`config.mk`:
```
export PLATFORM = sky130hd
export DESIGN_NAME = pll_reset_sequencer_flat
export DESIGN_NICKNAME = d
export VERILOG_FILES = /design/src/rtl/pll_seq_pkg.sv /design/src/rtl/pll_reset_sequencer_if.sv /design/src/rtl/sync_2ff.sv /design/src/rtl/pll_reset_sequencer.sv /design/src/flat_wrapper.sv
export SDC_FILE = /design/constraint.sdc
export NUM_CORES = 1
export LEC_CHECK = 0
export CORE_MARGIN = 5
export CORE_UTILIZATION = 60
export DETAILED_ROUTE_END_ITERATION = 10
export PLACE_DENSITY = 0.79
export SYNTH_ARGS = -nofsm -noshare
export SYNTH_HDL_FRONTEND = slang
export SYNTH_SLANG_ARGS = --single-unit
```
`constraint.sdc`:
```
create_clock -name clk_in -period 5.2 [get_ports clk_in]
set_input_delay 0.78 -clock clk_in [delete_from_list [all_inputs] [get_ports clk_in]]
set_output_delay 0.78 -clock clk_in [all_outputs]
set_load 0.01 [all_outputs]
```
`src/rtl/pll_seq_pkg.sv`:
```
// Shared state encoding, default timing constants and width helpers for the
// PLL reset sequencer.
package pll_seq_pkg;

  typedef enum logic [2:0] {
    S_PLL_RST   = 3'd0,
    S_LOCK_WAIT = 3'd1,
    S_DOM_REL   = 3'd2,
    S_RUN       = 3'd3,
    S_FAULT     = 3'd4
  } seq_state_e;

  localparam int DEF_NUM_PLL      = 2;
  localparam int DEF_NUM_DOM      = 3;
  localparam int DEF_RST_HOLD     = 16;
  localparam int DEF_LOCK_STABLE  = 64;
  localparam int DEF_LOCK_TIMEOUT = 65536;
  localparam int DEF_DOM_GAP      = 8;
  localparam int DEF_MAX_RETRY    = 3;

  // Width of a counter that must be able to hold max_val.
  function automatic int cnt_w(input int max_val);
    return $clog2(max_val + 1);
  endfunction

  // Width of an index into n items, never zero.
  function automatic int idx_w(input int n);
    return (n > 1) ? $clog2(n) : 1;
  endfunction

endpackage

```
`src/rtl/pll_reset_sequencer_if.sv`:
```
// Lock inputs and reset/status outputs of the PLL reset sequencer.
// PLL_RESET_SEQUENCER_RELOCK_CNT_EN adds the relock_cnt status field.
interface pll_reset_sequencer_if import pll_seq_pkg::*; #(
  parameter int NUM_PLL   = DEF_NUM_PLL,
  parameter int NUM_DOM   = DEF_NUM_DOM,
  parameter int MAX_RETRY = DEF_MAX_RETRY
);

  logic [NUM_PLL-1:0]          pll_lock;
  logic [NUM_PLL-1:0]          pll_rst;
  logic [NUM_DOM-1:0]          dom_rst;
  logic                        seq_done;
  logic                        fault;
  logic [cnt_w(MAX_RETRY)-1:0] retry_cnt;

`ifdef PLL_RESET_SEQUENCER_RELOCK_CNT_EN
  logic [7:0]                  relock_cnt;

  modport master (input pll_lock,
                  output pll_rst, dom_rst, seq_done, fault, retry_cnt, relock_cnt);
  modport slave  (output pll_lock,
                  input pll_rst, dom_rst, seq_done, fault, retry_cnt, relock_cnt);
`else
  modport master (input pll_lock,
                  output pll_rst, dom_rst, seq_done, fault, retry_cnt);
  modport slave  (output pll_lock,
                  input pll_rst, dom_rst, seq_done, fault, retry_cnt);
`endif

endinterface

```
`src/rtl/sync_2ff.sv`:
```
// Two-flop synchronizer with synchronous active-high reset.
module sync_2ff #(
  parameter int WIDTH = 1
) (
  input  logic             clk,
  input  logic             rst,
  input  logic [WIDTH-1:0] d,
  output logic [WIDTH-1:0] q
);

  logic [WIDTH-1:0] meta;

  always_ff @(posedge clk) begin
    if (rst) begin
      meta <= '0;
      q    <= '0;
    end else begin
      meta <= d;
      q    <= meta;
    end
  end

endmodule

```
`src/rtl/pll_reset_sequencer.sv`:
```
// Chained PLL bring-up, lock qualification and staged domain reset release.
// PLL_RESET_SEQUENCER_RELOCK_CNT_EN adds a saturating run-mode relock counter.
//
// state       | meaning
// S_PLL_RST   | all resets held, counting RST_HOLD
// S_LOCK_WAIT | PLLs 0..p released, qualifying lock of PLL p
// S_DOM_REL   | all PLLs locked, releasing domain resets every DOM_GAP
// S_RUN       | sequence complete, watching for lock loss
// S_FAULT     | retries exhausted, everything held until rst
module pll_reset_sequencer import pll_seq_pkg::*; #(
  parameter int NUM_PLL      = DEF_NUM_PLL,
  parameter int NUM_DOM      = DEF_NUM_DOM,
  parameter int RST_HOLD     = DEF_RST_HOLD,
  parameter int LOCK_STABLE  = DEF_LOCK_STABLE,
  parameter int LOCK_TIMEOUT = DEF_LOCK_TIMEOUT,
  parameter int DOM_GAP      = DEF_DOM_GAP,
  parameter int MAX_RETRY    = DEF_MAX_RETRY
) (
  input logic                   clk_in,
  input logic                   rst,
  pll_reset_sequencer_if.master bus
);

  localparam int HW = cnt_w(RST_HOLD);
  localparam int SW = cnt_w(LOCK_STABLE);
  localparam int TW = cnt_w(LOCK_TIMEOUT);
  localparam int GW = cnt_w(DOM_GAP);
  localparam int RW = cnt_w(MAX_RETRY);
  localparam int PW = idx_w(NUM_PLL);
  localparam int DW = idx_w(NUM_DOM);

  localparam logic [HW-1:0] HOLD_LAST = HW'(RST_HOLD - 1);
  localparam logic [SW-1:0] STAB_LAST = SW'(LOCK_STABLE - 1);
  localparam logic [TW-1:0] TO_LAST   = TW'(LOCK_TIMEOUT - 1);
  localparam logic [GW-1:0] GAP_LAST  = GW'(DOM_GAP - 1);
  localparam logic [RW-1:0] R_MAX     = RW'(MAX_RETRY);
  localparam logic [PW-1:0] P_LAST    = PW'(NUM_PLL - 1);
  localparam logic [DW-1:0] D_LAST    = DW'(NUM_DOM - 1);

  logic [NUM_PLL-1:0] lk;

  sync_2ff #(.WIDTH(NUM_PLL)) u_lock_sync (
    .clk (clk_in),
    .rst (rst),
    .d   (bus.pll_lock),
    .q   (lk)
  );

  seq_state_e         state_q, state_n;
  logic [PW-1:0]      p_q, p_n;
  logic [DW-1:0]      d_q, d_n;
  logic [HW-1:0]      hold_q, hold_n;
  logic [SW-1:0]      stab_q, stab_n;
  logic [TW-1:0]      to_q, to_n;
  logic [GW-1:0]      gap_q, gap_n;
  logic [RW-1:0]      retry_q, retry_n, retry_inc;
  logic [NUM_PLL-1:0] pll_rst_q, pll_rst_n;
  logic [NUM_DOM-1:0] dom_rst_q, dom_rst_n;
  logic               seq_done_q, fault_q;
  logic               lower_lost, fail;

  assign retry_inc = (retry_q == R_MAX) ? retry_q : retry_q + 1'b1;

  always_ff @(posedge clk_in) begin
    if (rst) begin
      state_q    <= S_PLL_RST;
      p_q        <= '0;
      d_q        <= '0;
      hold_q     <= '0;
      stab_q     <= '0;
      to_q       <= '0;
      gap_q      <= '0;
      retry_q    <= '0;
      pll_rst_q  <= '1;
      dom_rst_q  <= '1;
      seq_done_q <= 1'b0;
      fault_q    <= 1'b0;
    end else begin
      state_q    <= state_n;
      p_q        <= p_n;
      d_q        <= d_n;
      hold_q     <= hold_n;
      stab_q     <= stab_n;
      to_q       <= to_n;
      gap_q      <= gap_n;
      retry_q    <= retry_n;
      pll_rst_q  <= pll_rst_n;
      dom_rst_q  <= dom_rst_n;
      seq_done_q <= (state_n == S_RUN);
      fault_q    <= (state_n == S_FAULT);
    end
  end

  always_comb begin
    state_n    = state_q;
    p_n        = p_q;
    d_n        = d_q;
    hold_n     = hold_q;
    stab_n     = stab_q;
    to_n       = to_q;
    gap_n      = gap_q;
    retry_n    = retry_q;
    dom_rst_n  = dom_rst_q;
    lower_lost = 1'b0;
    fail       = 1'b0;

    case (state_q)
      S_PLL_RST: begin
        dom_rst_n = '1;
        if (hold_q == HOLD_LAST) begin
          state_n = S_LOCK_WAIT;
          p_n     = '0;
          hold_n  = '0;
          stab_n  = '0;
          to_n    = '0;
        end else begin
          hold_n = hold_q + 1'b1;
        end
      end

      S_LOCK_WAIT: begin
        dom_rst_n = '1;
        for (int j = 0; j < NUM_PLL; j++) begin
          if ((j < int'(p_q)) && !lk[j]) lower_lost = 1'b1;
        end
        fail = lower_lost || (to_q == TO_LAST);
        // Failure is checked first so it wins over a same-cycle qualification.
        if (fail) begin
          retry_n = retry_inc;
          state_n = (retry_inc == R_MAX) ? S_FAULT : S_PLL_RST;
          hold_n  = '0;
        end else if (lk[p_q]) begin
          if (stab_q == STAB_LAST) begin
            stab_n = '0;
            to_n   = '0;
            if (p_q == P_LAST) begin
              state_n = S_DOM_REL;
              d_n     = '0;
              gap_n   = '0;
            end else begin
              p_n = p_q + 1'b1;
            end
          end else begin
            stab_n = stab_q + 1'b1;
            to_n   = to_q + 1'b1;
          end
        end else begin
          stab_n = '0;
          to_n   = to_q + 1'b1;
        end
      end

      S_DOM_REL: begin
        if (!(&lk)) begin
          dom_rst_n = '1;
          retry_n   = retry_inc;
          state_n   = (retry_inc == R_MAX) ? S_FAULT : S_PLL_RST;
          hold_n    = '0;
        end else if (gap_q == GAP_LAST) begin
          dom_rst_n[d_q] = 1'b0;
          gap_n          = '0;
          if (d_q == D_LAST) begin
            state_n = S_RUN;
            retry_n = '0;
          end else begin
            d_n = d_q + 1'b1;
          end
        end else begin
          gap_n = gap_q + 1'b1;
        end
      end

      S_RUN: begin
        if (!(&lk)) begin
          dom_rst_n = '1;
          state_n   = S_PLL_RST;
          hold_n    = '0;
          retry_n   = '0;
        end
      end

      S_FAULT: begin
        dom_rst_n = '1;
      end

      default: begin
        state_n   = S_PLL_RST;
        hold_n    = '0;
        dom_rst_n = '1;
      end
    endcase
  end

  // PLL resets follow the next state so they are registered with it.
  always_comb begin
    pll_rst_n = '1;
    case (state_n)
      S_LOCK_WAIT: begin
        for (int j = 0; j < NUM_PLL; j++) pll_rst_n[j] = (j > int'(p_n));
      end
      S_DOM_REL, S_RUN: pll_rst_n = '0;
      default:          pll_rst_n = '1;
    endcase
  end

  assign bus.pll_rst   = pll_rst_q;
  assign bus.dom_rst   = dom_rst_q;
  assign bus.seq_done  = seq_done_q;
  assign bus.fault     = fault_q;
  assign bus.retry_cnt = retry_q;

`ifdef PLL_RESET_SEQUENCER_RELOCK_CNT_EN
  logic [7:0] relock_q;

  always_ff @(posedge clk_in) begin
    if (rst) begin
      relock_q <= '0;
    end else if ((state_q == S_RUN) && (state_n == S_PLL_RST) && (relock_q != 8'hFF)) begin
      relock_q <= relock_q + 1'b1;
    end
  end

  assign bus.relock_cnt = relock_q;
`endif

endmodule

```
`src/flat_wrapper.sv`:
```
// flat-port wrapper written by rule: the top's interface ports become plain ports
module pll_reset_sequencer_flat import pll_seq_pkg::*;
#(
  parameter int NUM_PLL      = DEF_NUM_PLL,
  parameter int NUM_DOM      = DEF_NUM_DOM,
  parameter int RST_HOLD     = DEF_RST_HOLD,
  parameter int LOCK_STABLE  = DEF_LOCK_STABLE,
  parameter int LOCK_TIMEOUT = DEF_LOCK_TIMEOUT,
  parameter int DOM_GAP      = DEF_DOM_GAP,
  parameter int MAX_RETRY    = DEF_MAX_RETRY
)
  (clk_in, rst, bus_pll_lock, bus_pll_rst, bus_dom_rst, bus_seq_done, bus_fault, bus_retry_cnt);
  pll_reset_sequencer_if #(.NUM_PLL(NUM_PLL), .NUM_DOM(NUM_DOM), .MAX_RETRY(MAX_RETRY)) bus_i ();
  input logic clk_in;
  input logic rst;
  input wire logic [$bits(bus_i.pll_lock)-1:0] bus_pll_lock;
  output wire logic [$bits(bus_i.pll_rst)-1:0] bus_pll_rst;
  output wire logic [$bits(bus_i.dom_rst)-1:0] bus_dom_rst;
  output wire logic [$bits(bus_i.seq_done)-1:0] bus_seq_done;
  output wire logic [$bits(bus_i.fault)-1:0] bus_fault;
  output wire logic [$bits(bus_i.retry_cnt)-1:0] bus_retry_cnt;
  assign bus_i.pll_lock = bus_pll_lock;
  assign bus_pll_rst = bus_i.pll_rst;
  assign bus_dom_rst = bus_i.dom_rst;
  assign bus_seq_done = bus_i.seq_done;
  assign bus_fault = bus_i.fault;
  assign bus_retry_cnt = bus_i.retry_cnt;
  pll_reset_sequencer #(.NUM_PLL(NUM_PLL), .NUM_DOM(NUM_DOM), .RST_HOLD(RST_HOLD), .LOCK_STABLE(LOCK_STABLE), .LOCK_TIMEOUT(LOCK_TIMEOUT), .DOM_GAP(DOM_GAP), .MAX_RETRY(MAX_RETRY)) u_core (.clk_in(clk_in), .rst(rst), .bus(bus_i));
endmodule
```
== Word level (Yosys, flattened, before mapping) ==
Cells that the tools add are included.

* Flip-flop bits (word level): 52
* Bits in latches: 0
* Memory bits (writable): 0
* ROM bits: 0
* Input port bits: 4
* Logic and storage cells: 138
* Memories kept: 0

* Add/subtract/negate cells: 7
* Multipliers: 0
* Div/mod/pow operators: 0
* Magnitude comparators: 5
* Eq/ne operators: 28
* Shift-type cells: 0
* Multiplexer cells: 64
* Bitwise gates (word level): 3
* Reduce and logical (&&, ||, !) cells: 17

{| class="wikitable"
|+ Operators by type and width
! cell !! count
|-
| 2-to-1 mux 17 bit || 4
|-
| 2-to-1 mux 3 bit || 13
|-
| case mux 17 bit (2 select lines) || 1
|-
| 2-to-1 mux 7 bit || 4
|-
| 2-to-1 mux 2 bit || 13
|-
| 2-to-1 mux 4 bit || 6
|-
| case mux 5 bit (4 select lines) || 1
|-
| adder 17 x 1 -> 17 bit, second input constant || 1
|-
| equality test 17 x 16 -> 1 bit, second input constant || 1
|-
| 2-to-1 mux 5 bit || 3
|-
| case mux 3 bit (5 select lines) || 1
|-
| inequality test 2 x 1 -> 1 bit, second input constant || 7
|-
| case mux 7 bit (2 select lines) || 1
|-
| equality test 3 x 2 -> 1 bit, second input constant || 4
|-
| 2-to-1 mux 1 bit || 10
|-
| inequality test 2 bit, second input constant || 4
|-
| case mux 2 bit (2 select lines) || 2
|-
| case mux 4 bit (2 select lines) || 1
|-
| AND reduction 8 bit || 1
|-
| adder 7 x 1 -> 7 bit, second input constant || 1
|-
| equality test 7 x 6 -> 1 bit, second input constant || 1
|-
| equality test 2 bit, second input constant || 3
|-
| equality test 3 x 1 -> 1 bit, second input constant || 2
|-
| equality test 3 bit, second input constant || 2
|-
| 30 further kinds || 37
|}

== Logic depth before layout (Yosys ltp) ==
* Word-level depth: 10
* Mapped depth: 12

== Cells and area by module ==
A second synthesis with hierarchy kept.

* Cell total of the unflattened synthesis: 290
* Area, all modules: 2539.9 um^2

{| class="wikitable"
|+ Modules (own cells, without submodules)
! module !! times used !! cells an instance !! area an instance (um^2) !! sequential area each (um^2)
|-
| pll_reset_sequencer || 1 || 282 || 2434.8 || 960.9
|-
| sync_2ff || 1 || 8 || 105.1 || 80.1
|}

== Worst setup path after synthesis ==
OpenSTA, ideal clock, no wires.

* Path type: register to register
* From: reg u_core.to_q[0]
* To: reg u_core.to_q[2]
* Setup time: 0.070 ns
* Arrival: 2.364 ns
* Required time: 5.130 ns
* Setup slack: 2.765 ns
* Stages on the path, launching flop included: 12
* Path through: dfxtp_1 ha_1 nand3_1 nor3_1 nand2_1 nor2_1 ha_1 nor3_1 nor2_1 clkbuf_1 o21ai_0 a21oi_1

* Cells in the longest elaborated chain, start to end: 5

{| class="wikitable"
|+ Ends and longest elaborated chain
! item !! line !! text
|-
| start, declared || pll_reset_sequencer.sv:54 || <nowiki>logic [TW-1:0] to_q, to_n;</nowiki>
|-
| start signal, assigned || pll_reset_sequencer.sv:84 || <nowiki>to_q <= to_n;</nowiki>
|-
| adder 17 x 1 -> 17 bit || pll_reset_sequencer.sv:145, pll_reset_sequencer.sv:149 ||
|-
| 2-to-1 mux 17 bit || pll_reset_sequencer.sv:133 || <nowiki>if (stab_q == STAB_LAST) begin</nowiki>
|-
| 2-to-1 mux 17 bit || pll_reset_sequencer.sv:132 || <nowiki>end else if (lk[p_q]) begin</nowiki>
|-
| 2-to-1 mux 17 bit || pll_reset_sequencer.sv:128 || <nowiki>if (fail) begin</nowiki>
|-
| case mux 17 bit (2 select lines) || pll_reset_sequencer.sv:107 || <nowiki>case (state_q)</nowiki>
|}

Several ways; a longest one is shown, not always the timed one. The select of a mux whose other input is x is not followed.
A chain may end at the register's enable or synchronous reset.

== Final worst setup path ==
* From: reg u_core.to_q[0]
* To: reg u_core.to_q[4]

Same word-level chain as after synthesis.

==> results by group <==
Detailed routing
  – Vias: 2304
  – DRC: 0
  – Post-DR vias/cell: 6.21
  – DRT iter0 DRCs: 274
  – Drt wl/cell: 14.7 microns
  – Routed Antenna Nets: 0
  – Routed WL: 5460 microns
  – DRT Pass-1 Iters: 4

Clocking
  – Clk sink count: 52
  – Clock-pin slew on the worst setup and hold paths: 0.09 ns
  – CTS resizes: 0
  – Clk buf depth: 2
  – Number of H-tree levels: 2
  – CTS root buffer: clkbuf_8
  – Postcts setup bufs: 0
  – Hold_buf cts: 0
  – TritonCTS clock tree: yes
  – Cts bufs inserted: 5
  – Clk_lat worst skew: 0.30 ns

Floorplanning
  – Core area: just over 4000 sq um
  – Die W: roughly 76 microns
  – Starting Density: 0.631
  – Row count: 23
  – Die height: 75.6 microns
  – I/O pin count: 13
  – Die area: 5710 sq um

Cells and area
  – Filler Cells Inserted: 380
  – Nets@finish: 332
  – Reg area: 1040 sq um
  – Area of the multi-input gates: 1440 sq um
  – Final Non-Filler Cells: around 370
  – Share of cells above drive strength 1: 0.0561
  – Area Overhead vs Synth: 8.64%
  – Inserted Diodes: 0

Critical path
  – CP Depth: 10
  – CP delay by family, top: simple AND/OR/NAND/NOR gates
  – Crit-path slowest cell: nor2_1
  – CP Max Fanout: 16
  – Kind of critical path: reg2reg
  – CP Data Required Time: roughly 5.4 ns
  – Critical-path cell list: ha_1, nand3_1, nor3_1, nand2_1, nor2_1, ha_1, nor3_1, nor2_1, o21ai_0, a21oi_1
  – Worst R2R Path Depth: 10
  – CP Data Arrival Time: 3.43 ns
  – CP startpoint kind: flip-flop
  – CP bufs+invs: 0
  – Crit. End Element: flip-flop
  – Largest stage delay, worst path: 0.74 ns

STA
  – Slew Limit Headroom: 0.221
  – Min Clock Period, post-route: 3.19 ns
  – Actual slew at the worst max-slew pin: approximately 1.1 ns
  – Final hold violation count: 0
  – Final Skew: 0.00910 ns
  – Slew Viols, Final: 0
  – Highest clock rate: roughly 310 MHz
  – Tcrit/Tclk final: 0.614
  – Count of final setup violators: 0
  – RSZ-0062 raised after global routing: false
  – Final setup TNS: 0 ns

Power
  – P_leak: around 0.00098 uW
  – PwrDens: about 230 nW/um^2
  – Worst IR drop on VDD: 0.000207 V

Yosys
  – Register area share after synthesis: 0.404
  – Post-Synthesis Cell Area: 2580 sq um
  – Primary FF master, synth: dfxtp_1
  – Yosys cell types: 53
  – Cells after Synth: roughly 310
  – Yosys reg bits: 52
  – Post-synthesis async set-or-reset flop share: 0
  – Yosys warns: 0
  – Synth Net Count: 325
  – Number of synthesized flops with an enable pin: 0
  – Mean Syn Cell Area: between 8 and 9 sq um

Placed design
  – Final RePlAce weighted congestion: 0.881
  – Placed Cells: between 300 and 400
  – Final HPWL from detailed placement: 3830 microns
  – Port bufs: 12

Global routing
  – First-pass GRT wire length: between 9000 and 10000 microns
  – Vias in the first global route: roughly 2000
  – Pin count of the biggest net entering global routing: 36
  – Grt ovf: 0
  – Antenna violations before repair: 0
  – GRT Total Usage: 0.205

Min path
  – Hold WC Path Type: reg2reg
  – Worst hold path depth: 1

Run status
  – Status: finished clean

Flow run
  – Max Cap Viol: 0
final cells by class:
type                            count  area share
Clock buffer                        6      0.0295
Clock inverter                      2     0.00357
Inverter                            9      0.0121
Multi-Input combinational cell    239       0.515
Sequential cell                    52       0.372
Tap cell                           50      0.0223
Timing Repair Buffer               13      0.0456
worst reg2reg max path, cell delays in order, from the launching register on:
cell	delay (ns)
dfxtp_1	0.43
ha_1	0.22
nand3_1	0.17
nor3_1	0.54
nand2_1	0.15
nor2_1	0.13
ha_1	0.23
nor3_1	0.12
nor2_1	0.75
o21ai_0	0.22
a21oi_1	0.18
placed cells by master (no fill, tap or decap), types with 2 or more instances in the layout:
master	Yosys	final
inv_1	8	8
a21o_1	4	4
a311oi_1	5	5
and2_1	4	4
and4_1	2	2
or3_1	4	4
clkbuf_8	0	6
clkinv_2	0	2
o31ai_1	10	10
o41ai_1	2	2
o21ai_0	22	22
nand3b_1	7	7
mux2i_1	3	3
a21oi_1	20	20
or2_2	2	2
dfxtp_1	52	52
nor3_1	8	8
ha_1	8	8
and3_1	3	3
nand2b_1	2	2
nand2_1	28	28
and4b_1	2	2
a31oi_1	7	7
o22ai_1	3	3
mux2_2	2	2
nand4_1	3	3
nor2_1	36	36
nor2b_1	11	11
a41oi_1	5	5
a211oi_1	3	3
clkdlybuf4s50_1	0	12
nand3_1	14	14
report_power, final:
| group | switching (uW) | total, uW | internal, uW |
|---|---|---|---|
| Clock | 129 | 235 | 106 |
| Combinational | 10.0 | 17.5 | 7.48 |
| Sequential | 3.28 | 405 | 401 |
synthesized netlist by cell type (all sizes together), types with 4 or more instances:
master  number  area share
nand3       14       0.027
a21o         4       0.012
a311oi       5       0.017
or3          4      0.0097
dfxtp       52        0.40
nand3b       7       0.020
nor3         8       0.016
a41oi        5       0.017
o21ai       22       0.043
a21oi       20       0.039
ha           8       0.039
a31oi        7       0.017
nand2       28       0.041
nor2b       11       0.027
inv          8       0.012
and2         4      0.0097
clkbuf      10       0.015
o31ai       10       0.029
nor2        36       0.052
metal layers:
metal / routed length, microns / vias up / track usage / part of all wire
met5: 0 / - / 0 / 0
met4: 59 / 0 / 0.0583 / 0.011
met3: 343 / 5 / 0.0449 / 0.063
met2: 2410 / 70 / 0.316 / 0.44
met1: 2650 / 1063 / 0.289 / 0.48
li1: - / 1166 / - / -
sequential cells by signal, indices dropped and copies added, names as in the netlist:
name and cells:
u_core.gap_q 4, u_core.bus.retry_cnt 2, u_core.bus.pll_rst 2, u_core.bus.dom_rst 3
u_core.bus.seq_done 1, u_core.p_q 1, u_core.bus.fault 1, u_core.to_q 17
u_core.state_q 3, u_core.d_q 2, u_core.hold_q 5, u_core.u_lock_sync.meta 2
u_core.u_lock_sync.q 2, u_core.stab_q 7
per-stage QoR:
stage	power, uW	hold WS (ns)	area [sq um]	setup slack [ns]	util
after global routing	679	0.464	2800	1.69	0.686
after CTS	662	0.439	2800	2.02	0.686
after detailed placement	431	0.422	2710	2.07	0.663
after floorplan	425	0.407	2580	2.77	-
final	657	0.442	2800	2.01	0.686
after global placement	431	0.416	2710	2.19	0.663
worst paths after layout:
kind | from | to | slack, ns
max | u_core.to_q[0]$_SDFFE_PP0P_ | u_core.to_q[4]$_SDFFE_PP0P_ | 2.01
max reg2reg | u_core.to_q[0]$_SDFFE_PP0P_ | u_core.to_q[4]$_SDFFE_PP0P_ | 2.01
min | u_core.u_lock_sync.meta[1]$_SDFF_PP0_ | u_core.u_lock_sync.q[1]$_SDFF_PP0_ | 0.44
min reg2reg | u_core.u_lock_sync.meta[1]$_SDFF_PP0_ | u_core.u_lock_sync.q[1]$_SDFF_PP0_ | 0.44
kinds of logic after synthesis:
group	synth area share
simple gates	0.268
buf+inv	0.0364
flops	0.404
compound gates	0.233
mux	0.0204
fa+ha+maj	0.0388
No activity file was read; power rests on OpenSTA's default activity.
